File: src/rtl/rob_2w.sv
`default_nettype none
// ============================================================================
// Module      : rob_2w
// Description : Two-wide reorder buffer. Allocates up to two renamed
//               instructions per cycle, records completion from two
//               writeback ports and retires up to two completed instructions
//               per cycle in program order.
// Revision    : 1.0 - initial release
// ============================================================================
module rob_2w #(
  parameter int DEPTH  = 16,
  parameter int IDX_W  = 4,
  parameter int PREG_W = 6,
  parameter int AREG_W = 5
) (
  input  logic              clk,
  input  logic              rst,
  // rename-side allocation
  input  logic              alloc_valid_1,
  input  logic              alloc_valid_2,
  input  logic              has_rd_1,
  input  logic              has_rd_2,
  input  logic [AREG_W-1:0] rd_1,
  input  logic [AREG_W-1:0] rd_2,
  input  logic [PREG_W-1:0] pd_1,
  input  logic [PREG_W-1:0] pd_2,
  input  logic [PREG_W-1:0] old_pd_1,
  input  logic [PREG_W-1:0] old_pd_2,
  output logic              alloc_ready,
  output logic [IDX_W-1:0]  alloc_idx_1,
  output logic [IDX_W-1:0]  alloc_idx_2,
  // writeback completion
  input  logic              cmp_valid_a,
  input  logic              cmp_valid_b,
  input  logic [IDX_W-1:0]  cmp_idx_a,
  input  logic [IDX_W-1:0]  cmp_idx_b,
  // retirement
  output logic              ret_valid_1,
  output logic              ret_valid_2,
  output logic              ret_has_rd_1,
  output logic              ret_has_rd_2,
  output logic [AREG_W-1:0] ret_rd_1,
  output logic [AREG_W-1:0] ret_rd_2,
  output logic [PREG_W-1:0] ret_pd_1,
  output logic [PREG_W-1:0] ret_pd_2,
  output logic [PREG_W-1:0] ret_old_pd_1,
  output logic [PREG_W-1:0] ret_old_pd_2,
  // occupancy
  output logic [IDX_W:0]    count,
  output logic              empty
);

  localparam logic [IDX_W:0]   c_depth = (IDX_W+1)'(DEPTH);
  localparam logic [IDX_W:0]   c_zero  = '0;
  localparam logic [IDX_W:0]   c_one   = (IDX_W+1)'(1);
  localparam logic [IDX_W:0]   c_two   = (IDX_W+1)'(2);
  localparam logic [IDX_W-1:0] c_inc   = IDX_W'(1);

  // Pointers carry an extra wrap bit so full and empty are distinguishable.
  logic [IDX_W:0]    r_head;
  logic [IDX_W:0]    r_tail;

  logic [DEPTH-1:0]  r_valid;
  logic [DEPTH-1:0]  r_done;
  logic [DEPTH-1:0]  r_has_rd;
  logic [AREG_W-1:0] r_rd     [DEPTH];
  logic [PREG_W-1:0] r_pd     [DEPTH];
  logic [PREG_W-1:0] r_old_pd [DEPTH];

  logic [IDX_W-1:0]  w_head0;
  logic [IDX_W-1:0]  w_head1;
  logic [IDX_W-1:0]  w_tail0;
  logic [IDX_W-1:0]  w_tail1;
  logic [IDX_W:0]    w_free;
  logic              w_acc1;
  logic              w_acc2;
  logic              w_ret1;
  logic              w_ret2;
  logic [IDX_W:0]    w_n_acc;
  logic [IDX_W:0]    w_n_ret;

  assign w_head0 = r_head[IDX_W-1:0];
  assign w_head1 = w_head0 + c_inc;
  assign w_tail0 = r_tail[IDX_W-1:0];
  assign w_tail1 = w_tail0 + c_inc;

  // Occupancy is the pointer distance; the wrap bit makes DEPTH representable.
  assign count = r_tail - r_head;
  assign empty = (count == c_zero);
  assign w_free = c_depth - count;

  // Readiness uses start-of-cycle occupancy only; same-cycle retires do not help.
  assign alloc_ready = (w_free >= c_two);
  assign alloc_idx_1 = w_tail0;
  assign alloc_idx_2 = w_tail1;

  // Slot 2 is never taken on its own, keeping allocation contiguous.
  assign w_acc1 = alloc_valid_1 & alloc_ready;
  assign w_acc2 = w_acc1 & alloc_valid_2;

  // Retire strictly in order: slot 2 depends on slot 1 retiring.
  assign w_ret1 = r_valid[w_head0] & r_done[w_head0];
  assign w_ret2 = w_ret1 & r_valid[w_head1] & r_done[w_head1];

  assign w_n_acc = w_acc2 ? c_two : (w_acc1 ? c_one : c_zero);
  assign w_n_ret = w_ret2 ? c_two : (w_ret1 ? c_one : c_zero);

  // Pointer advance by the number of accepted and retired entries.
  always_ff @(posedge clk or posedge rst) begin
    if (rst) begin
      r_head <= c_zero;
      r_tail <= c_zero;
    end else begin
      r_head <= r_head + w_n_ret;
      r_tail <= r_tail + w_n_acc;
    end
  end

  // Entry status: completions first, then retire clears, then allocation sets.
  // Allocated slots are never live and retired slots are always live, so the
  // three groups touch disjoint entries except for harmless completion overlap.
  always_ff @(posedge clk or posedge rst) begin
    if (rst) begin
      r_valid <= '0;
      r_done  <= '0;
    end else begin
      if (cmp_valid_a && r_valid[cmp_idx_a]) r_done[cmp_idx_a] <= 1'b1;
      if (cmp_valid_b && r_valid[cmp_idx_b]) r_done[cmp_idx_b] <= 1'b1;
      if (w_ret1) begin
        r_valid[w_head0] <= 1'b0;
        r_done[w_head0]  <= 1'b0;
      end
      if (w_ret2) begin
        r_valid[w_head1] <= 1'b0;
        r_done[w_head1]  <= 1'b0;
      end
      if (w_acc1) begin
        r_valid[w_tail0] <= 1'b1;
        r_done[w_tail0]  <= 1'b0;
      end
      if (w_acc2) begin
        r_valid[w_tail1] <= 1'b1;
        r_done[w_tail1]  <= 1'b0;
      end
    end
  end

  // Entry payload; only meaningful while the matching valid bit is set.
  always_ff @(posedge clk) begin
    if (w_acc1) begin
      r_has_rd[w_tail0] <= has_rd_1;
      r_rd[w_tail0]     <= rd_1;
      r_pd[w_tail0]     <= pd_1;
      r_old_pd[w_tail0] <= old_pd_1;
    end
    if (w_acc2) begin
      r_has_rd[w_tail1] <= has_rd_2;
      r_rd[w_tail1]     <= rd_2;
      r_pd[w_tail1]     <= pd_2;
      r_old_pd[w_tail1] <= old_pd_2;
    end
  end

  // Registered one-cycle retire pulses carrying the retired entry fields.
  always_ff @(posedge clk or posedge rst) begin
    if (rst) begin
      ret_valid_1  <= 1'b0;
      ret_valid_2  <= 1'b0;
      ret_has_rd_1 <= 1'b0;
      ret_has_rd_2 <= 1'b0;
      ret_rd_1     <= '0;
      ret_rd_2     <= '0;
      ret_pd_1     <= '0;
      ret_pd_2     <= '0;
      ret_old_pd_1 <= '0;
      ret_old_pd_2 <= '0;
    end else begin
      ret_valid_1  <= w_ret1;
      ret_valid_2  <= w_ret2;
      ret_has_rd_1 <= w_ret1 & r_has_rd[w_head0];
      ret_has_rd_2 <= w_ret2 & r_has_rd[w_head1];
      ret_rd_1     <= r_rd[w_head0];
      ret_rd_2     <= r_rd[w_head1];
      ret_pd_1     <= r_pd[w_head0];
      ret_pd_2     <= r_pd[w_head1];
      ret_old_pd_1 <= r_old_pd[w_head0];
      ret_old_pd_2 <= r_old_pd[w_head1];
    end
  end

endmodule
`default_nettype wire

File: config.mk
export PLATFORM = sky130hd
export DESIGN_NAME = rob_2w
export DESIGN_NICKNAME = d
export VERILOG_FILES = /design/src/rtl/rob_2w.sv
export SDC_FILE = /design/constraint.sdc
export NUM_CORES = 1
export LEC_CHECK = 0
export CAP_MARGIN = 0
export CORE_UTILIZATION = 35
export DETAILED_ROUTE_END_ITERATION = 8
export GPL_TIMING_DRIVEN = 0
export SKIP_LAST_GASP = 1
export SLEW_MARGIN = 15
export SYNTH_ARGS = -nofsm -noshare
export SYNTH_HDL_FRONTEND = slang
export SYNTH_SLANG_ARGS = --single-unit
File: constraint.sdc
create_clock -name clk -period 6.7 [get_ports clk]
set_input_delay 1.34 -clock clk [delete_from_list [all_inputs] [get_ports clk]]
set_output_delay 1.34 -clock clk [all_outputs]
set_load 0.01 [all_outputs]
After elaboration in Yosys (flattened, before gate mapping)
Memories as Yosys holds them, arrays and structs flattened. A register that Yosys moved wholly into a read port is not among the register bits.
Index checks and enable logic that the tools add are counted.
{"block": "op_classes", "n_addsub": 6, "n_mul": 0, "n_div": 0, "order_cmp": 13, "n_eq_ne": 0, "shifts": 0, "n_mux": 50, "n_bitwise": 21, "reduce_logical": 9}
{"cell": "$mux 16", "count": 12}
{"cell": "$and 16x16->16", "count": 6}
{"cell": "$not 16->16", "count": 4}
{"cell": "$or 16x16->16", "count": 4}
{"cell": "$bmux 1 s4", "count": 8}
{"cell": "$bwmux 16", "count": 2}
{"cell": "$lt 4x5->1 const B", "count": 6}
{"cell": "$demux 1 s4", "count": 6}
{"cell": "$ge 4x1->1 const B", "count": 6}
{"cell": "$mux 1", "count": 20}
{"cell": "$add 5x2->5", "count": 2}
{"cell": "$add 4x1->4 const B", "count": 2}
{"cell": "$logic_and 1x1->1", "count": 8}
{"cell": "$and 1x1->1", "count": 7}
{"cell": "$ge 5x2->1 const B", "count": 1}
{"cell": "$logic_not 5->1", "count": 1}
{"cell": "$sub 5x5->5", "count": 1}
{"cell": "$sub 5x5->5 const A", "count": 1}
{"cell": "$mux 2", "count": 2}
{"block": "totals", "reg_bits": 62, "latchBits": 0, "ramBits": 272, "mem_bits_ro": 0, "inputBits": 50, "elab_cells": 111, "n_memories": 3}
{"name": "r_old_pd", "depth": 16, "width": 6, "read_ports": 2, "rd_ports_with_merged_regs": 2, "wr": 2, "line": "68", "source": "logic [PREG_W-1:0] r_old_pd [DEPTH];"}
{"name": "r_pd", "depth": 16, "width": 6, "read_ports": 2, "rd_ports_with_merged_regs": 2, "wr": 2, "line": "67", "source": "logic [PREG_W-1:0] r_pd [DEPTH];"}
{"name": "r_rd", "depth": 16, "width": 5, "read_ports": 2, "rd_ports_with_merged_regs": 2, "wr": 2, "line": "66", "source": "logic [AREG_W-1:0] r_rd [DEPTH];"}

Depth between registers and ports, before layout
{"block": "logic_depth", "depth_word": 16, "mapped_depth": 19, "mapped_depth_nobuf": 17}

Least setup slack after synthesis
No wires, ideal clock.
{"block": "synth_timing", "path_kind": "reg2reg", "from": "register r_head[3]", "to": "memory r_old_pd[3][0], enable pin", "setup_ps": 400, "arrival_ps": 4045, "path_slack_ps": 2255, "path_stages_with_launch": 15, "n_path_buf": 4, "cell_sequence": "dfrtp_1 -> clkbuf_1 -> clkinv_1 -> buf_1 -> ha_1 -> or3_1 -> and2_1 -> nor2_1 -> ha_1 -> nand2_1 -> and2_1 -> a31oi_2 -> buf_6 -> buf_2 -> a21oi_1"}
{"element": "start: declaration", "line": "60", "source": "logic [IDX_W:0] r_head;"}
{"element": "start signal: assignment", "line": "111", "source": "r_head <= c_zero;"}
{"element": "start signal: assignment", "line": "114", "source": "r_head <= r_head + w_n_ret;"}
{"element": "end: declaration", "line": "68"}

Worst setup path after layout
{"block": "layout_timing", "from": "register r_head[3]", "to": "output port alloc_ready"}
{"block": "layout_between", "elab_chain_len": 3}
{"element": "$sub 5x5->5", "line": "88", "source": "assign count = r_tail - r_head;"}
{"element": "$sub 5x5->5", "line": "90", "source": "assign w_free = c_depth - count;"}
{"element": "$ge 5x2->1", "line": "93", "source": "assign alloc_ready = (w_free >= c_two);"}
{"element": "end: declaration", "line": "29", "source": "output logic alloc_ready,"}
No other way between the ends.

==> impl_metrics.yaml <==
flow_run:
  maxCapViolCount: 0
floorplan:
  rows: 91
  start_util_pct: 35.4
  die_x_um: 252
  dieArea_sq_um: 63600
  core_sq_um: 61800
  pin_count: 103
  fp.dieH_um: 252
timing:
  worstMarginPinSlew_ns: 1.20
  finClkSkew_ns: 0.0153
  fmax_mhz: 162
  period_minus_slack_ns: 6.16
  setup_violations: 0
  relSlewSlack_pct: 19.7
  drv_slew: 0
  hold_violations: 0
  rsz0062_at_grt: "false"
  fin_setup_tns_ns: 0
  timing.final.crit_share_pct: 91.9
clocking:
  clockBufferDepth: 3
  clk_latency_ns: 0.58
  postCtsHoldBufs: 0
  clk_pin_slew_ns: 0.05
  cts_sinks: 368
  cts_root_buffer: "clkbuf_16"
  cts_tree: "yes"
  ctsResizeCount: 0
  cts_buffers: 44
  cts_setup_buffers: 0
  htree_levels: 2
global_route:
  grt.total_usage_pct: 23.7
  antenna_found_initial: 3
  grt_pass1_vias: 15100
  grt_pass1_wl_mm: 107
  grt_start_max_net_pins: 51
  grt_overflow: 0
drt:
  met2_length_mm: 34.8
  drt-met1-wl_mm: 29.7
  wl_per_cell_um: 30.9
  first_iter_violations: 1667
  num_vias: 14900
  postRouteAntennaNets: 0
  dr.max_layer_used: "met5"
  drc: 0
  route.met3.wl_mm: 7.14
  drt-vias-per-instance: 6.13
  wl_mm: 74.9
  dr.pass1.iters: 7
place:
  dpl_cell_area_sq_um: 24500
  io_buffers: 100
  gp_congestion: 0.876
  dp_hpwl_mm: 50.6
  dp.cells: 2350
layout:
  layout_common_cells: "edfxtp_1, mux4_2, mux2_2, clkdlybuf4s50_1, mux2_4"
  layout_commonest_cell: "edfxtp_1"
  final_cells: 2428
  fill_cells: 5534
  antenna_cells: 0
  area_growth_pct: 18.0
  final_nets: 1634
  final_cell_area_sq_um: 25800
  drive_above_1_share_pct: 40.5
worst_setup_path:
  critPathMaxStageDelay_ns: 0.65
  cp.required_ns: 5.36
  arrival_ns: 4.82
  worstSetupEndpointType: "output pin"
  crit_family: "buffers and inverters"
  cp_max_fo: 10
  crit_type: "register to output pin"
  cp_cell_sequence: "clkbuf_1 -> clkinv_1 -> buf_2 -> ha_1 -> or3_1 -> and2_1 -> nor2_1 -> ha_1 -> nand2_1 -> a21oi_1 -> inv_1 -> clkbuf_1 -> clkdlybuf4s50_1"
  critPathSlowestCell: "clkdlybuf4s50_1"
  path_buf_inv: 6
  start_kind: "register"
synth:
  synth_warnings: 0
  syn_nets: 1470
  async_reset_ff_share_pct: 21.7
  synth_top_area_cell: "edfxtp_1"
  synthFlopType: "edfxtp_1"
  synthTopCellsByArea: "edfxtp_1, mux4_2, mux2_2, dfrtp_1, mux2_4"
  syn-instance-count: 1395
  synth_seq_area_share_pct: 47.9
  avgSynthCellArea_sq_um: 15.7
  synth_top_area_share_pct: 37.3
  synth_area_sq_um: 21900
  yosys_register_bits: 368
  synth-edff-count: 272
  synth.distinct_cells: 69
power_and_ir_drop:
  switching_power_w: 0.00582
  p_int_w: 0.00807
  swShare_pct: 41.9
  p_seq_share_pct: 26.8
  share_comb_of_total_power_pct: 57.1
  max-vdd-ir-drop_mv: 0.461
  power.density_nw_per_um2: 538
  power_leakage_nw: 9.05
  clkPwrFrac_pct: 16.1
outcome:
  status: "finished clean"
hold_path:
  hp-class: "register to register"
flip-flops by register name, indices dropped and copies added (netlist names):
register,count
r_done,16
r_has_rd,16
r_head,5
r_old_pd,96
r_pd,96
r_rd,80
r_tail,5
r_valid,16
ret_has_rd_1,1
ret_has_rd_2,1
ret_old_pd_1,6
ret_old_pd_2,6
ret_pd_1,6
ret_pd_2,6
ret_rd_1,5
ret_rd_2,5
ret_valid_1,1
ret_valid_2,1
worst reg2reg max path, delay by kind of cell (launching register included):
kind                     cells  cell delay (ns)
multiplexers                 1             0.38
AO/OA/AOI/OAI                1             0.09
adder cells (fa/ha/maj)      2             1.07
XOR/XNOR                     1             0.16
buffers and inverters        5             2.03
AND/OR/NAND/NOR              3             0.67
flip-flops                   1             0.52
per-stage QoR:
stage | hold slack (ns) | worst slack (ns) | power [W] | util [%]
floorplan | 0.460 | 2.25 | 0.00843 | -
CTS | 0.501 | 0.574 | 0.0138 | 41.8
global placement | 0.490 | -0.402 | 0.0112 | 38.7
global route | 0.555 | 0.189 | 0.0144 | 41.8
detailed placement | 0.493 | 1.21 | 0.0116 | 39.7
finish | 0.494 | 0.540 | 0.0139 | 41.8
metal layers:
metal | track usage [%] | vias up
met1 | 31.8 | 7790
met3 | 4.60 | 172
li1 | - | 6032
met5 | 0 | -
met4 | 9.65 | 4
met2 | 37.6 | 884
kinds of logic (layout without fill, tap and decap cells):
family / after synthesis / in the layout / synth area share [%]
simple gates: 229 / 229 / 6.07
buf+inv: 167 / 363 / 4.06
xor+xnor: 13 / 13 / 0.554
mux: 470 / 470 / 35.7
compound gates: 123 / 123 / 4.22
fa+ha+maj: 25 / 25 / 1.50
flops: 368 / 368 / 47.9
power by group through the flow:
stage	Clock (W)	Combinational [W]	Sequential [W]
6_report	0.00224	0.00793	0.00372
5_1_grt	0.00234	0.00829	0.00379
4_1_cts	0.00225	0.00787	0.00371
3_5_place_dp	0	0.00785	0.00375
3_3_place_gp	0	0.00739	0.00376
2_1_floorplan	0	0.00476	0.00367
worst paths after layout:
path	startpoint	to	slack, ns	cells past startpoint
worst min register to register	r_head[4]	r_head[4]	0.49	1
min in group asynchronous	rst	ret_rd_2[1]	1.13	2
worst min-delay path	r_head[4]	r_head[4]	0.49	1
worst max-delay path	r_head[3]	alloc_ready	0.54	13
worst max register to register	r_head[1]	r_head[4]	1.70	13
max in group asynchronous	rst	r_tail[3]	4.93	3
layout make-up:
| type | count | area [sq um] | area share, % |
|---|---|---|---|
| Buffer | 146 | 827 | 3.20 |
| Clock buffer | 61 | 1220 | 4.71 |
| Clock inverter | 17 | 77.6 | 0.300 |
| Inverter | 21 | 81.3 | 0.315 |
| Multi-Input combinational cell | 860 | 10700 | 41.3 |
| Sequential cell | 368 | 10500 | 40.6 |
| Tap cell | 837 | 1050 | 4.05 |
| Timing Repair Buffer | 118 | 1440 | 5.57 |
Yosys cell counts (5+ instances only):
library cell	n
ha_1	23
xnor2_1	7
and4b_1	17
dfxtp_1	16
o31ai_1	13
o21ai_0	14
nand2b_1	6
buf_2	17
mux4_2	195
a31oi_1	24
a31o_2	15
and2_1	14
mux2_2	178
or3_1	18
mux2_1	5
nand3_1	17
nor4_1	16
xor2_1	5
nand2_1	52
buf_6	18
a221o_1	12
buf_4	7
a21oi_1	8
mux2_4	90
buf_1	23
nor2b_1	10
a32oi_1	9
clkbuf_1	73
edfxtp_1	272
dfrtp_1	80
nor2_1	28
inv_1	17
nand4_1	26
(Power assumes the default switching activity.)
